$ cat config.mk
export PLATFORM = sky130hd
export DESIGN_NAME = ex_unit
export DESIGN_NICKNAME = d
export VERILOG_FILES = /design/src/rtl/ex_unit.sv
export SDC_FILE = /design/constraint.sdc
export NUM_CORES = 2
export LEC_CHECK = 0
export CAP_MARGIN = 20
export CORE_MARGIN = 5
export CORE_UTILIZATION = 41
export DETAILED_ROUTE_END_ITERATION = 10
export GPL_TIMING_DRIVEN = 0
export PLACE_DENSITY = 0.63
export SLEW_MARGIN = 20
export SYNTH_ARGS = -nofsm -noshare
export SYNTH_HDL_FRONTEND = slang
export SYNTH_SLANG_ARGS = --single-unit
$ cat constraint.sdc
create_clock -name ck -period 25.5 [get_ports ck]
set_input_delay 5.1 -clock ck [delete_from_list [all_inputs] [get_ports ck]]
set_output_delay 5.1 -clock ck [all_outputs]
set_load 0.005 [all_outputs]
$ cat src/rtl/ex_unit.sv
// ex_unit: execute stage with register file, ALU, load/store, branch/jump and halt.
// Optional EX_SAT_EN: add/sub/increment ops saturate as signed DW values instead of wrapping.
module ex_unit #(
    parameter int DW    = 16,
    parameter int NREG  = 16,
    parameter int PCW   = 9,
    parameter int FLUSH = 3
) (
    input  logic                      ck,
    input  logic                      rst,
    input  logic                      in_valid,
    output logic                      in_ready,
    input  logic [3:0]                op,
    input  logic [PCW-1:0]            pc,
    input  logic [$clog2(NREG)-1:0]   rd,
    input  logic [$clog2(NREG)-1:0]   rs,
    input  logic [$clog2(NREG)-1:0]   rb,
    input  logic [7:0]                imm,
    input  logic [3:0]                disp4,
    input  logic [PCW-1:0]            disp9,
    input  logic [DW-1:0]             ld_data,
    input  logic                      ld_valid,
    output logic [PCW-1:0]            next_pc,
    output logic                      is_jump,
    output logic [PCW-1:0]            write_addr,
    output logic [DW-1:0]             data,
    output logic                      is_write,
    output logic                      halted
);

    localparam int RW = $clog2(NREG);
    localparam int CW = (FLUSH > 1) ? $clog2(FLUSH) : 1;

    localparam logic [1:0] S_RUN    = 2'd0;
    localparam logic [1:0] S_LDWAIT = 2'd1;
    localparam logic [1:0] S_FLUSH  = 2'd2;
    localparam logic [1:0] S_HALT   = 2'd3;

    localparam logic [3:0] OP_NOP  = 4'b0000;
    localparam logic [3:0] OP_ADD  = 4'b0001;
    localparam logic [3:0] OP_SUB  = 4'b0010;
    localparam logic [3:0] OP_AND  = 4'b0011;
    localparam logic [3:0] OP_OR   = 4'b0100;
    localparam logic [3:0] OP_ADDI = 4'b0101;
    localparam logic [3:0] OP_SUBI = 4'b0110;
    localparam logic [3:0] OP_INC  = 4'b0111;
    localparam logic [3:0] OP_LDI  = 4'b1000;
    localparam logic [3:0] OP_LD   = 4'b1001;
    localparam logic [3:0] OP_ST   = 4'b1010;
    localparam logic [3:0] OP_BEQ  = 4'b1100;
    localparam logic [3:0] OP_BGT  = 4'b1101;
    localparam logic [3:0] OP_JMP  = 4'b1110;
    localparam logic [3:0] OP_HALT = 4'b1111;

    logic [DW-1:0]  regs [NREG];
    logic [1:0]     state;
    logic [CW-1:0]  flush_cnt;
    logic [RW-1:0]  ld_rd;

    logic [DW-1:0]  rd_val, rs_val, rb_val, imm_ext;
    logic [DW-1:0]  alu_res;
    logic           alu_wr;
    logic           br_taken;
    logic [PCW-1:0] br_target, jmp_target, st_addr;

    function automatic logic [DW-1:0] addsub(input logic [DW-1:0] a,
                                             input logic [DW-1:0] b,
                                             input logic          sub);
        logic [DW-1:0] r;
        r = sub ? a - b : a + b;
`ifdef EX_SAT_EN
        // Signed overflow: effective operand signs agree but the result sign differs.
        if (((a[DW-1] == b[DW-1]) ^ sub) && (r[DW-1] != a[DW-1]))
            r = a[DW-1] ? {1'b1, {(DW-1){1'b0}}} : {1'b0, {(DW-1){1'b1}}};
`endif
        return r;
    endfunction

    assign rd_val     = regs[rd];
    assign rs_val     = regs[rs];
    assign rb_val     = regs[rb];
    assign imm_ext    = {{(DW-8){1'b0}}, imm};
    assign br_target  = pc + {{(PCW-4){disp4[3]}}, disp4};
    assign jmp_target = pc + disp9;
    assign st_addr    = rb_val[PCW-1:0] + {{(PCW-4){1'b0}}, disp4};

    assign in_ready = (state != S_LDWAIT);
    assign halted   = (state == S_HALT);

    always_comb begin
        alu_res  = '0;
        alu_wr   = 1'b1;
        br_taken = 1'b0;
        case (op)
            OP_ADD:  alu_res = addsub(rd_val, rs_val, 1'b0);
            OP_SUB:  alu_res = addsub(rd_val, rs_val, 1'b1);
            OP_AND:  alu_res = {{(DW-1){1'b0}}, (rd_val != '0) && (rs_val != '0)};
            OP_OR:   alu_res = {{(DW-1){1'b0}}, (rd_val != '0) || (rs_val != '0)};
            OP_INC:  alu_res = addsub(rd_val, {{(DW-1){1'b0}}, 1'b1}, 1'b0);
            OP_ADDI: alu_res = addsub(rd_val, imm_ext, 1'b0);
            OP_SUBI: alu_res = addsub(rd_val, imm_ext, 1'b1);
            OP_LDI:  alu_res = imm_ext;
            default: alu_wr  = 1'b0;
        endcase
        case (op)
            OP_BEQ:  br_taken = (rs_val == rb_val);
            OP_BGT:  br_taken = ($signed(rs_val) > $signed(rb_val));
            default: br_taken = 1'b0;
        endcase
    end

    always_ff @(posedge ck or posedge rst) begin
        if (rst) begin
            for (int unsigned i = 0; i < NREG; i++) regs[i] <= '0;
            state      <= S_RUN;
            flush_cnt  <= '0;
            ld_rd      <= '0;
            next_pc    <= '0;
            write_addr <= '0;
            data       <= '0;
            is_jump    <= 1'b0;
            is_write   <= 1'b0;
        end else begin
            is_jump  <= 1'b0;
            is_write <= 1'b0;
            case (state)
                S_RUN: begin
                    if (in_valid) begin
                        if (alu_wr) regs[rd] <= alu_res;
                        case (op)
                            OP_LD: begin
                                if (ld_valid) begin
                                    regs[rd] <= ld_data;
                                end else begin
                                    ld_rd <= rd;
                                    state <= S_LDWAIT;
                                end
                            end
                            OP_ST: begin
                                data       <= rs_val;
                                write_addr <= st_addr;
                                is_write   <= 1'b1;
                            end
                            OP_BEQ, OP_BGT: begin
                                if (br_taken) begin
                                    next_pc   <= br_target;
                                    is_jump   <= 1'b1;
                                    state     <= S_FLUSH;
                                    flush_cnt <= CW'(FLUSH - 1);
                                end
                            end
                            OP_JMP: begin
                                next_pc   <= jmp_target;
                                is_jump   <= 1'b1;
                                state     <= S_FLUSH;
                                flush_cnt <= CW'(FLUSH - 1);
                            end
                            OP_HALT: state <= S_HALT;
                            default: ;
                        endcase
                    end
                end
                S_LDWAIT: begin
                    if (ld_valid) begin
                        regs[ld_rd] <= ld_data;
                        state       <= S_RUN;
                    end
                end
                S_FLUSH: begin
                    // Counts edges, not accepted instructions.
                    if (flush_cnt == '0) state <= S_RUN;
                    else flush_cnt <= flush_cnt - CW'(1);
                end
                S_HALT: begin
                    if (in_valid && op == OP_NOP) state <= S_RUN;
                end
                default: state <= S_RUN;
            endcase
        end
    end

endmodule

==> reports/results.tsv <==
stage	metric	value	unit
status	status	completed	
setup_path	capture instance of the worst register-to-register path	regs[222]	
setup_path	slowest library cell on the worst path	sky130_fd_sc_hd__mux2i_1	
cts	number of CTS-inserted buffers	37	
timing	final setup violation count	0	
route	Via Count	21433	
synth	number of warnings printed during yosys synthesis	0	
power	clock power share	17.3	%
synth	top cells by area in the synthesized netlist	sky130_fd_sc_hd__dfrtp_1 (34%), sky130_fd_sc_hd__mux4_2 (23%), sky130_fd_sc_hd__a21oi_1 (5.3%)	
synth	portion of the post-synthesis area used by sequential elements	33.8	%
synth	fraction of post-synthesis cell area in the top cell type by area	33.8	%
placed_design	cell area after placement	23900	um2
cts	TritonCTS clock tree	yes	
setup_path	Critical path destination	regs[222]	
grt	wire length of the first global-routing pass	141000	um
synth	Synth Net Count	2371	
setup_path	Worst Path Max Fanout	10	
setup_path	timing startpoint of the critical path	rs[1]	
synth	flip-flop cell with the highest count after synthesis	sky130_fd_sc_hd__dfrtp_1	
floorplan	Site Rows	85	
route	routed vias/inst	6.92	
route	wire length per cell after detailed routing	31.2	um
finish	growth of design area from synthesis to finish	13.5	%
synth	area leader, netlist	sky130_fd_sc_hd__dfrtp_1	
timing	setup slack of the critical path after layout	13350	ps
floorplan	area enclosed by the die boundary	58900	um2
job	max-cap viol count	0	
setup_path	count of buffer and inverter cells on the critical path	5	
grt	maximum number of pins on one net before global-route repair	100	
grt	initial antenna violation count	3	
synth	number of distinct library cell variants in the gate-level netlist after synthesis	71	
cts	H-tree lvl count	2	
floorplan	top-level port count	104	
setup_path	Critical Setup Path Class	in -> reg	
power	PnR Total Power	3.20	mW
synth	Post-synth EDFFs	0	
route	post-detailed-routing wire length	96700	um
power	share of total power in combinational logic	51.4	%
grt	GRT Total Usage	31.8	%
setup_path	worst reg-to-reg setup slack	18860	ps
cts	Resized cells post-CTS	0	
grt	Overflow after GRT	0	
timing	slew of the pin with the lowest slew margin	1120	ps
placed_design	pre-CTS setup slack	12930	ps
cts	number of buffers added to fix hold violations after cts	0	
timing	Slew headroom	24.9	%
route	DRC violations left	0	
power	fraction of power spent switching nets	45.9	%
timing	total count of hold-check failures in the final report	0	
cts	Clk Tree Root Cell	sky130_fd_sc_hd__clkbuf_16	
setup_path	chain of cells forming the critical path	clkdlybuf4s50_1 > buf_2 > clkbuf_1 > mux4_2 > a221oi_2 > and3_1 > clkbuf_1 > nand2_1 > or3_1 > nand3_1 > ha_1 > o21a_1 > o21a_1 > a21oi_1 > o21bai_1 > a2111o_1 > a41oi_1 > mux2i_1 > clkbuf_1 > o21ai_0	
setup_path	nature of the critical path startpoint	input port	
setup_path	most used cell, CP	sky130_fd_sc_hd__clkbuf_1	
setup_path	critical path required time	25920	ps
synth	number of instances in the synthesized netlist	2255	
floorplan	Die H	243	um
placed_design	detailed placement HPWL	76000	um
setup_path	worst endpoint data arrival time	12570	ps
timing	f_max	82.3	MHz
setup_path	R2R Path Start	regs[208]	
synth	fraction of synthesis flops using an asynchronous set or reset pin	100	%
placed_design	input/output buffers	76	
power	maximum ir drop on the vdd rail	0.0551	mV
finish	share of layout cells above drive strength 1	15.0	%
finish	final-layout fill cell count	5003	
finish	design area	25200	um2
timing	setup repair after global routing missed its margin	false	
grt	vias in the first global route	20738	
power	sequential share of power	31.3	%
cts	post-CTS setup buffers	0	
finish	Antenna Cells	0	
power	Internal Pwr Total	1.73	mW
setup_path	peak per-stage delay on the critical path	810	ps
setup_path	critical path depth	20	
timing	fin. max-slew vios	0	
finish	FF/Latch Area	7510	um2
placed_design	final weighted congestion in routability-driven placement	1.00	
setup_path	cell type group with the largest total delay on the critical path	buffers and inverters	
power	leakage	9.44	nW
timing	Final Critical Period	12150	ps
timing	final-layout setup total negative slack	0	ps
route	detailed-router iteration count before antenna repair	6	
synth	Mapped Avg Cell Area	9.84	um2
worst_hold_path	Hold Crit Class	reg -> reg	
setup_path	depth of the worst register-to-register path	18	
floorplan	die width	243	um
synth	flop and latch count out of synthesis	300	
cts	Max Root-Sink Buffers	3	
floorplan	starting density of the core	41.3	%
setup_path	crit path capture type	flop	
route	Initial DRC Count	3027	
power	Sw Pwr	1.47	mW
synth	post-synthesis instance area	22200	um2
floorplan	Core Area	53700	um2
cts	clock slew at reported path FFs	60	ps
timing	Worst Clk Skew	30.6	ps
timing	period utilisation layout	47.7	%
cts	source-to-sink clock delay at the later pin of the worst-skew pair	580	ps
finish	Net count, final	2490	
power	power density relative to cell area	127	nW/um2
finish	total area of multi-input combinational cells	13600	um2
route	number of routed nets with antenna violations	0	
cts	clock sink total	300	
## per-layer routing
layer | share of wire (%) | global-route usage, % | up-vias
li1 | - | - | 8904
met3 | 13 | 9.48 | 248
met4 | 4.5 | 12.1 | 4
met2 | 45 | 50.3 | 1538
met5 | 0.032 | 0 | -
met1 | 37 | 41.6 | 10739
## Yosys cell counts, types with 7 or more instances
| cell | number |
|---|---|
| sky130_fd_sc_hd__nand3_1 | 18 |
| sky130_fd_sc_hd__buf_1 | 28 |
| sky130_fd_sc_hd__nor4_1 | 8 |
| sky130_fd_sc_hd__o31ai_1 | 17 |
| sky130_fd_sc_hd__a31oi_1 | 18 |
| sky130_fd_sc_hd__and2_1 | 17 |
| sky130_fd_sc_hd__dfrtp_1 | 300 |
| sky130_fd_sc_hd__buf_6 | 8 |
| sky130_fd_sc_hd__o21a_1 | 13 |
| sky130_fd_sc_hd__nor3_1 | 28 |
| sky130_fd_sc_hd__nand2b_1 | 18 |
| sky130_fd_sc_hd__mux4_2 | 225 |
| sky130_fd_sc_hd__a32oi_1 | 45 |
| sky130_fd_sc_hd__a21o_1 | 13 |
| sky130_fd_sc_hd__buf_2 | 12 |
| sky130_fd_sc_hd__clkbuf_1 | 167 |
| sky130_fd_sc_hd__nor2b_1 | 15 |
| sky130_fd_sc_hd__o22ai_1 | 184 |
| sky130_fd_sc_hd__a21oi_1 | 234 |
| sky130_fd_sc_hd__xor2_1 | 8 |
| sky130_fd_sc_hd__a31oi_4 | 7 |
| sky130_fd_sc_hd__mux2_2 | 18 |
| sky130_fd_sc_hd__o21ai_1 | 8 |
| sky130_fd_sc_hd__xnor2_1 | 21 |
| sky130_fd_sc_hd__ha_1 | 47 |
| sky130_fd_sc_hd__or3_1 | 8 |
| sky130_fd_sc_hd__a22oi_1 | 36 |
| sky130_fd_sc_hd__nand2_1 | 194 |
| sky130_fd_sc_hd__nor2_1 | 276 |
| sky130_fd_sc_hd__o32ai_1 | 14 |
| sky130_fd_sc_hd__o21ai_0 | 124 |
| sky130_fd_sc_hd__inv_1 | 46 |
## cell usage in the layout (no fill, tap or decap), types with 13 or more instances in the layout
master,count
sky130_fd_sc_hd__o21ai_0,124
sky130_fd_sc_hd__mux4_2,225
sky130_fd_sc_hd__mux2_2,18
sky130_fd_sc_hd__o22ai_1,184
sky130_fd_sc_hd__clkbuf_16,37
sky130_fd_sc_hd__a21o_1,13
sky130_fd_sc_hd__nor2b_1,15
sky130_fd_sc_hd__nand3_1,18
sky130_fd_sc_hd__buf_2,13
sky130_fd_sc_hd__o21a_1,13
sky130_fd_sc_hd__a32oi_1,45
sky130_fd_sc_hd__a21oi_1,234
sky130_fd_sc_hd__xnor2_1,21
sky130_fd_sc_hd__a31oi_1,18
sky130_fd_sc_hd__nand2b_1,18
sky130_fd_sc_hd__ha_1,47
sky130_fd_sc_hd__o31ai_1,16
sky130_fd_sc_hd__nor2_1,276
sky130_fd_sc_hd__dfrtp_1,300
sky130_fd_sc_hd__a22oi_1,36
sky130_fd_sc_hd__nand2_1,194
sky130_fd_sc_hd__and2_1,17
sky130_fd_sc_hd__buf_1,27
sky130_fd_sc_hd__clkbuf_1,169
sky130_fd_sc_hd__inv_1,45
sky130_fd_sc_hd__clkdlybuf4s50_1,76
sky130_fd_sc_hd__o32ai_1,14
sky130_fd_sc_hd__nor3_1,27
## flip-flops by register name (all words and copies together), names as in the netlist
register	cells
regs	256
data	16
next_pc	9
write_addr	9
ld_rd	4
flush_cnt	2
state	2
is_jump	1
is_write	1
## how the worst min path moves through the flow
stage / end / cells after the start / slack, ps / startpoint
floorplan: write_addr[0] / 2 / 470 / write_addr[0]
finish: data[10] / 2 / 470 / data[10]
CTS: data[10] / 2 / 480 / data[10]
global placement: data[10] / 2 / 460 / data[10]
global route: write_addr[4] / 2 / 510 / write_addr[4]
detailed placement: data[10] / 2 / 460 / data[10]
## worst register-to-register path, cell delays in order (launching register included)
cell                       delay [ps]
sky130_fd_sc_hd__dfrtp_1          460
sky130_fd_sc_hd__mux4_2           530
sky130_fd_sc_hd__a22o_1           220
sky130_fd_sc_hd__a221oi_2         610
sky130_fd_sc_hd__and3_1           270
sky130_fd_sc_hd__clkbuf_1         320
sky130_fd_sc_hd__nand2_1          130
sky130_fd_sc_hd__or3_1            320
sky130_fd_sc_hd__nand3_1          130
sky130_fd_sc_hd__ha_1             290
sky130_fd_sc_hd__o21a_1           200
sky130_fd_sc_hd__o21a_1           190
sky130_fd_sc_hd__a21oi_1          280
sky130_fd_sc_hd__o21bai_1         130
sky130_fd_sc_hd__a2111o_1         460
sky130_fd_sc_hd__a41oi_1          300
sky130_fd_sc_hd__mux2i_1          810
sky130_fd_sc_hd__clkbuf_1         610
sky130_fd_sc_hd__o21ai_0          210
## through the flow
| stage | std cells | utilization [%] | hold WS [ps] |
|---|---|---|---|
| after floorplan | 2255 | - | 470 |
| after global placement | 3027 | 44.4 | 461 |
| after detailed placement | 3031 | 44.6 | 464 |
| after CTS | 3098 | 46.9 | 477 |
| after global routing | 3098 | 46.9 | 506 |
| final | 3098 | 46.9 | 474 |
## cell families (layout without fill, tap and decap cells)
group	count (synthesis)	in the layout	synth area share, %
AO/OA/AOI/OAI	758	758	21.6
XOR/XNOR	30	30	1.22
adder cells (fa/ha/maj)	50	50	2.92
buffers and inverters	264	411	4.80
flip-flops	300	300	33.8
multiplexers	247	247	23.9
AND/OR/NAND/NOR	606	606	11.8
## power groups by stage
| stage | registers, mW | logic, mW | clock network, mW |
|---|---|---|---|
| after floorplan | 0.852 | 1.11 | 0 |
| after global placement | 0.962 | 1.56 | 0 |
| after detailed placement | 0.978 | 1.59 | 0 |
| after CTS | 0.974 | 1.60 | 0.556 |
| after global routing | 1.02 | 1.75 | 0.577 |
| final | 1.00 | 1.64 | 0.552 |
## area by class of cell
class                           instances  area share [%]
Inverter                               49           0.760
Tap cell                              696            3.46
Clock inverter                         15           0.665
Sequential cell                       300            29.8
Timing Repair Buffer                   80            3.38
Multi-Input combinational cell       1691            54.1
Buffer                                215            3.52
Clock buffer                           52            4.29
Power figures use the tool's default switching activity.
